### src/rtl/lcd_pkg.sv
// Shared definitions for the HD44780 refresh controller: state encodings,
// LCD command bytes and the nibble-to-ASCII translation.
package lcd_pkg;

    typedef enum logic [2:0] {
        ST_PWRUP,
        ST_INIT,
        ST_LINE1_ADDR,
        ST_LINE1_CHARS,
        ST_LINE2_ADDR,
        ST_LINE2_CHARS
    } lcd_state_e;

    typedef enum logic [2:0] {
        WR_IDLE,
        WR_SETUP,
        WR_EN,
        WR_HOLD,
        WR_WAIT
    } wr_phase_e;

    localparam logic [7:0] FUNC_SET = 8'h38;
    localparam logic [7:0] DISP_ON  = 8'h0C;
    localparam logic [7:0] CLEAR    = 8'h01;
    localparam logic [7:0] ENTRY    = 8'h06;
    localparam logic [7:0] LINE1    = 8'h80;
    localparam logic [7:0] LINE2    = 8'hC0;

    function automatic int max_int(input int a, input int b);
        return (a > b) ? a : b;
    endfunction

    // Raw nibbles become '0'..'9' / 'A'..'F'; everything else is already a glyph.
    function automatic logic [7:0] hex2ascii(input logic [7:0] b);
        logic [7:0] r;
        if (b < 8'h0A)
            r = b + 8'h30;
        else if (b < 8'h10)
            r = b + 8'h37;
        else
            r = b;
        return r;
    endfunction

endpackage

### src/rtl/lcd_write_cycle.sv
// One HD44780 bus write: latches RS/DATA on start, then setup, EN pulse, hold
// and the post-write wait, ending with a single-cycle done pulse.
module lcd_write_cycle
    import lcd_pkg::*;
#(
    parameter int T_SETUP = 4,
    parameter int T_EN    = 25,
    parameter int T_HOLD  = 4,
    parameter int T_CMD   = 2000,
    parameter int T_CLEAR = 82000,
    parameter int CNT_W   = 17
) (
    input  logic       clk_i,
    input  logic       rst_ni,
    input  logic       start_i,
    input  logic       rs_i,
    input  logic [7:0] data_i,
    input  logic       long_wait_i,
    output logic       idle_o,
    output logic       done_o,
    output logic       lcd_rs_o,
    output logic [7:0] lcd_data_o,
    output logic       lcd_en_o
);

    localparam logic [CNT_W-1:0] SETUP_LAST = CNT_W'(T_SETUP - 1);
    localparam logic [CNT_W-1:0] EN_LAST    = CNT_W'(T_EN - 1);
    localparam logic [CNT_W-1:0] HOLD_LAST  = CNT_W'(T_HOLD - 1);
    // The idle cycle in which the next start is accepted is the last wait cycle.
    localparam logic [CNT_W-1:0] CMD_LAST   = CNT_W'(T_CMD - 2);
    localparam logic [CNT_W-1:0] CLEAR_LAST = CNT_W'(T_CLEAR - 2);

    wr_phase_e        phase_q, phase_d;
    logic [CNT_W-1:0] cnt_q, cnt_d;
    logic             long_q, long_d;
    logic             rs_q, rs_d;
    logic [7:0]       data_q, data_d;
    logic             en_q;
    logic             done;
    logic             wait_single;
    logic [CNT_W-1:0] wait_last;

    assign wait_single = long_q ? (T_CLEAR == 1) : (T_CMD == 1);
    assign wait_last   = long_q ? CLEAR_LAST : CMD_LAST;

    always_comb begin
        phase_d = phase_q;
        cnt_d   = cnt_q + 1'b1;
        long_d  = long_q;
        rs_d    = rs_q;
        data_d  = data_q;
        done    = 1'b0;
        unique case (phase_q)
            WR_IDLE: begin
                cnt_d = '0;
                if (start_i) begin
                    phase_d = WR_SETUP;
                    rs_d    = rs_i;
                    data_d  = data_i;
                    long_d  = long_wait_i;
                end
            end
            WR_SETUP: if (cnt_q == SETUP_LAST) begin
                phase_d = WR_EN;
                cnt_d   = '0;
            end
            WR_EN: if (cnt_q == EN_LAST) begin
                phase_d = WR_HOLD;
                cnt_d   = '0;
            end
            WR_HOLD: if (cnt_q == HOLD_LAST) begin
                cnt_d = '0;
                if (wait_single) begin
                    phase_d = WR_IDLE;
                    done    = 1'b1;
                end else begin
                    phase_d = WR_WAIT;
                end
            end
            WR_WAIT: if (cnt_q == wait_last) begin
                phase_d = WR_IDLE;
                cnt_d   = '0;
                done    = 1'b1;
            end
            default: phase_d = WR_IDLE;
        endcase
    end

    always_ff @(posedge clk_i or negedge rst_ni) begin
        if (!rst_ni) begin
            phase_q <= WR_IDLE;
            cnt_q   <= '0;
            long_q  <= 1'b0;
            rs_q    <= 1'b0;
            data_q  <= 8'h00;
            en_q    <= 1'b0;
        end else begin
            phase_q <= phase_d;
            cnt_q   <= cnt_d;
            long_q  <= long_d;
            rs_q    <= rs_d;
            data_q  <= data_d;
            en_q    <= (phase_d == WR_EN);
        end
    end

    assign idle_o     = (phase_q == WR_IDLE);
    assign done_o     = done;
    assign lcd_rs_o   = rs_q;
    assign lcd_data_o = data_q;
    assign lcd_en_o   = en_q;

endmodule

### src/rtl/lcd_refresh_ctrl.sv
// DE2-115 16x2 character LCD driver: power-up wait, init commands, then an
// endless scan of character positions 0..31 from a combinational source.
module lcd_refresh_ctrl
    import lcd_pkg::*;
#(
    parameter int T_PWRUP = 1000000,
    parameter int T_SETUP = 4,
    parameter int T_EN    = 25,
    parameter int T_HOLD  = 4,
    parameter int T_CMD   = 2000,
    parameter int T_CLEAR = 82000
) (
    input  logic       clk,
    input  logic       rst_n,
    output logic [7:0] lcd_index,
    input  logic [7:0] lcd_char,
    output logic [7:0] LCD_DATA,
    output logic       LCD_RS,
    output logic       LCD_RW,
    output logic       LCD_EN,
    output logic       LCD_ON,
    output logic       init_done
);

    localparam int T_MAX = max_int(max_int(max_int(T_PWRUP, T_SETUP), max_int(T_EN, T_HOLD)),
                                   max_int(T_CMD, T_CLEAR));
    localparam int CNT_W = $clog2(T_MAX + 1);
    localparam logic [CNT_W-1:0] PWR_LAST = CNT_W'(T_PWRUP - 1);

    lcd_state_e       state_q, state_d;
    logic [CNT_W-1:0] pwr_cnt_q, pwr_cnt_d;
    logic [2:0]       step_q, step_d;
    logic [4:0]       idx_q, idx_d;
    logic             init_done_q, init_done_d;
    logic             start, wr_rs, wr_long, wr_idle, wr_done;
    logic [7:0]       wr_data;

    // A new write is offered whenever the write engine is idle; lcd_index was
    // settled at the previous done edge, so lcd_char is valid in this cycle.
    always_comb begin
        state_d     = state_q;
        pwr_cnt_d   = pwr_cnt_q;
        step_d      = step_q;
        idx_d       = idx_q;
        init_done_d = init_done_q;
        start       = wr_idle && (state_q != ST_PWRUP);
        wr_rs       = 1'b0;
        wr_long     = 1'b0;
        wr_data     = FUNC_SET;
        unique case (state_q)
            ST_PWRUP: begin
                pwr_cnt_d = pwr_cnt_q + 1'b1;
                if (pwr_cnt_q == PWR_LAST) state_d = ST_INIT;
            end
            ST_INIT: begin
                unique case (step_q)
                    3'd0, 3'd1: wr_data = FUNC_SET;
                    3'd2:       wr_data = DISP_ON;
                    3'd3: begin
                        wr_data = CLEAR;
                        wr_long = 1'b1;
                    end
                    default:    wr_data = ENTRY;
                endcase
                if (wr_done) begin
                    if (step_q == 3'd4) begin
                        state_d     = ST_LINE1_ADDR;
                        init_done_d = 1'b1;
                    end else begin
                        step_d = step_q + 3'd1;
                    end
                end
            end
            ST_LINE1_ADDR: begin
                wr_data = LINE1;
                if (wr_done) begin
                    state_d = ST_LINE1_CHARS;
                    idx_d   = 5'd0;
                end
            end
            ST_LINE1_CHARS: begin
                wr_rs   = 1'b1;
                wr_data = hex2ascii(lcd_char);
                if (wr_done) begin
                    if (idx_q == 5'd15) state_d = ST_LINE2_ADDR;
                    else                idx_d   = idx_q + 5'd1;
                end
            end
            ST_LINE2_ADDR: begin
                wr_data = LINE2;
                if (wr_done) begin
                    state_d = ST_LINE2_CHARS;
                    idx_d   = 5'd16;
                end
            end
            ST_LINE2_CHARS: begin
                wr_rs   = 1'b1;
                wr_data = hex2ascii(lcd_char);
                if (wr_done) begin
                    if (idx_q == 5'd31) state_d = ST_LINE1_ADDR;
                    else                idx_d   = idx_q + 5'd1;
                end
            end
            default: state_d = ST_PWRUP;
        endcase
    end

    always_ff @(posedge clk or negedge rst_n) begin
        if (!rst_n) begin
            state_q     <= ST_PWRUP;
            pwr_cnt_q   <= '0;
            step_q      <= 3'd0;
            idx_q       <= 5'd0;
            init_done_q <= 1'b0;
        end else begin
            state_q     <= state_d;
            pwr_cnt_q   <= pwr_cnt_d;
            step_q      <= step_d;
            idx_q       <= idx_d;
            init_done_q <= init_done_d;
        end
    end

    lcd_write_cycle #(
        .T_SETUP (T_SETUP),
        .T_EN    (T_EN),
        .T_HOLD  (T_HOLD),
        .T_CMD   (T_CMD),
        .T_CLEAR (T_CLEAR),
        .CNT_W   (CNT_W)
    ) u_write (
        .clk_i       (clk),
        .rst_ni      (rst_n),
        .start_i     (start),
        .rs_i        (wr_rs),
        .data_i      (wr_data),
        .long_wait_i (wr_long),
        .idle_o      (wr_idle),
        .done_o      (wr_done),
        .lcd_rs_o    (LCD_RS),
        .lcd_data_o  (LCD_DATA),
        .lcd_en_o    (LCD_EN)
    );

    assign lcd_index = {3'b000, idx_q};
    assign init_done = init_done_q;
    assign LCD_RW    = 1'b0;
    assign LCD_ON    = 1'b1;

endmodule

### config.mk
export PLATFORM = sky130hd
export DESIGN_NAME = lcd_refresh_ctrl
export DESIGN_NICKNAME = d
export VERILOG_FILES = /design/src/rtl/lcd_pkg.sv /design/src/rtl/lcd_write_cycle.sv /design/src/rtl/lcd_refresh_ctrl.sv
export SDC_FILE = /design/constraint.sdc
export NUM_CORES = 1
export LEC_CHECK = 0
export CAP_MARGIN = 15
export CORE_MARGIN = 4
export CORE_UTILIZATION = 35
export DETAILED_ROUTE_END_ITERATION = 8
export MAX_ROUTING_LAYER = met4
export SETUP_SLACK_MARGIN = 0.5
export SLEW_MARGIN = 30
export SYNTH_ARGS = -nofsm -noshare
export SYNTH_HDL_FRONTEND = slang
export SYNTH_SLANG_ARGS = --single-unit
### constraint.sdc
create_clock -name clk -period 2.7 [get_ports clk]
set_input_delay 0.54 -clock clk [delete_from_list [all_inputs] [get_ports clk]]
set_output_delay 0.54 -clock clk [all_outputs]
set_load 0.01 [all_outputs]
==> results.toml <==
[sta]
period_share = 0.8520
hold_viol = 0
finClkSkew_ps = 9.738
finalSetupViolCount = 0
hold_slack_ps = 142.8
slew_viol_final = 0
min_period_ps = 2300
grt_setup_unrepaired = "true"
tns_ps = 0
max_freq_mhz = 434.7

[flow_run]
maxCapViolations = 0

[clock_network]
cts_sinks = 66
cts_tree = "built"
clkTransAtPathRegs_ps = 80
cts_hold_buf = 0
clockBufferDepth = 2
htreeDepth = 3
root_buffer = "clkbuf_8"
cts_buffers = 9
clkLatencyLatePin_ps = 350

[grt]
grt_pass1_vias = 2904
track_usage = 0.1350
grt.overflow.total = 0
grt_pass1_wl_um = 13810
grt_max_degree = 30
antenna_found_initial = 0

[worst_setup_path]
r2r-start = "u_write.cnt_q[19]"
critPathMaxFanout = 5
cp_data_required_time_ps = 2930
start_kind = "flop"
r2r_end = "idx_q[0]"
reg2regPathDepth = 5
crit_path_end_kind = "flop"
ff2ff_setup_slack_ps = 400
path_class = "reg -> reg"
crit_arrival_ps = 2530

[synth]
synth_top_family_by_area = "simple AND/OR/NAND/NOR gates"
synth_warnings = 0
netlist.area_leader.share = 0.4302
synth_xor_area_frac = 0.1004
syn_inst = 396
synth_area_sq_um = 3839
synth_fa_ha_area_frac = 0.04889
synth_flop_cell = "dfrtp_1"
ys_ff_latch = 66
synth_edf_count = 0
synthTopCellsByArea = "dfrtp_1 (43%), xnor2_1 (7.1%), ha_1 (4.9%)"
syn_area_per_cell_sq_um = 9.694
synth.distinct_cells = 68
synth_area_leader_cell = "dfrtp_1"
muxShareOfSynthArea = 0.01793
synth_compound_area_frac = 0.1066
synth-simple-area-share = 0.2347
synth_seq_area_share = 0.4302
postSynth.asyncResetShare = 1.000

[finish]
ff_latch_area_sq_um = 1653
antenna_cells = 0
layout_commonest_cell = "dfrtp_1"
multi_input_area_sq_um = 2054
drive_above_1_share = 0.1697
nFillCells = 985
final_cell_mix = "dfrtp_1 (65), nor2_1 (43), xnor2_1 (31)"
fin_nets = 462
area_growth_pct = 20.27

[drt]
vias = 3009
drc = 0
ant_nets = 0
avgRoutedWirePerCell_um = 14.30
firstDrtPassIters = 4
drt_iter0_markers = 106
wirelength_um = 8263
viasPerCell = 5.206

[floorplan]
io_pins = 31
dieArea_sq_um = 12710
start_util = 0.3653
coreArea_sq_um = 10510
die_w_um = 112.7
std_cell_rows = 37
die_height_um = 112.7

[place]
dp.final_hpwl_um = 5759
io_buffers = 25
gp_congestion = 0.8096

[power]
p_per_area_nw_per_um2 = 424.1
max-vdd-ir-drop_v = 0.0002544
p_leak_nw = 1.943

[worst_hold_path]
min_path_type = "in -> async"

[status]
status = "complete, no violations"
==> Yosys cell counts (2+ instances only) <==
cell type	n
a211o_1	2
a211oi_1	4
a21oi_1	7
a31oi_1	7
and2_1	3
and3_1	9
buf_2	3
buf_4	5
clkbuf_1	7
clkbuf_8	3
conb_1	2
dfrtp_1	66
ha_1	15
inv_1	23
mux2_1	2
mux2i_1	2
nand2_1	27
nand3_1	23
nand3_2	2
nand4_1	6
nand4b_1	3
nor2_1	43
nor2b_1	4
nor3_1	13
nor3b_1	4
nor4_4	2
o211ai_1	3
o21ai_0	11
o22a_1	2
o22ai_1	5
o31ai_1	2
or2_2	2
or3_1	3
or4_1	3
or4_4	2
or4b_2	2
xnor2_1	31
xor2_1	13
==> timing repair <==
| item | CTS | global route |
|---|---|---|
| setup endpoints to repair | 26 | 34 |
| buffers inserted | 9 | 4 |
| pin swaps | 7 | 4 |
| gates resized for setup | 5 | 18 |
| gates cloned | 0 | 2 |
==> layer usage <==
metal / track usage / up-vias / share of wire
met5: - / - / 0
met4: 0.04647 / 0 / 0.017
met3: 0.03422 / 15 / 0.045
met2: 0.2129 / 56 / 0.49
met1: 0.1692 / 1478 / 0.45
li1: - / 1460 / -
==> sequential cells by signal (all words and copies together) (netlist names) <==
signal and count:
pwr_cnt_q 20, u_write.cnt_q 20, u_write.lcd_data_o 8, idx_q 5, state_q 3, step_q 3, u_write.phase_q 3, init_done 1
u_write.lcd_en_o 1, u_write.lcd_rs_o 1, u_write.long_q 1
==> per-stage QoR <==
step / cell area, sq um / power (mW) / instances / setup slack (ps) / utilization
2_1_floorplan: 3850 / 1.029 / 399 / 529.1 / -
4_1_cts: 4501 / 1.997 / 572 / 461.9 / 0.4283
3_5_place_dp: 4194 / 1.065 / 547 / 327.2 / 0.3991
3_3_place_gp: 4194 / 1.065 / 547 / 405.7 / 0.3991
6_report: 4617 / 1.958 / 578 / 399.6 / 0.4393
5_1_grt: 4617 / 2.046 / 578 / 349.9 / 0.4393
==> critical path: stages, from the launching register on <==
cell	delay, ps
dfrtp_1	400
or4_4	590
nor4_4	410
nand3_2	230
a21oi_4	240
mux2_4	320
==> kinds of logic (layout without fill, tap and decap cells) <==
kind of cell / count (synthesis) / count (layout)
AND/OR/NAND/NOR: 162 / 162
flip-flops: 66 / 66
AO/OA/AOI/OAI: 58 / 58
XOR/XNOR: 44 / 44
buffers and inverters: 43 / 86
adder cells (fa/ha/maj): 15 / 15
multiplexers: 6 / 6
other: 2 / 5
==> area by class of cell <==
cell class,instances,share of cell area
Tap cell,136,0.03686
Multi-Input combinational cell,290,0.4450
Timing Repair Buffer,47,0.09431
Clock inverter,7,0.02033
Clock buffer,9,0.02683
Inverter,23,0.01870
Sequential cell,66,0.3580
==> where the power goes <==
group / switching, mW / internal (mW)
Combinational: 0.0356 / 0.0213
Clock: 0.396 / 0.518
Sequential: 0 / 0.988
Total: 0.431 / 1.53
==> how the worst max path moves through the flow <==
stage	cells past startpoint	slack, ps	from	endpoint
2_1_floorplan	5	530	u_write.cnt_q[15]	idx_q[0]
3_3_place_gp	5	410	u_write.cnt_q[15]	idx_q[1]
5_1_grt	5	350	u_write.cnt_q[19]	idx_q[0]
6_report	5	400	u_write.cnt_q[19]	idx_q[0]
3_5_place_dp	5	330	u_write.cnt_q[15]	idx_q[0]
4_1_cts	5	460	u_write.cnt_q[19]	idx_q[0]
(Power assumes the default switching activity.)
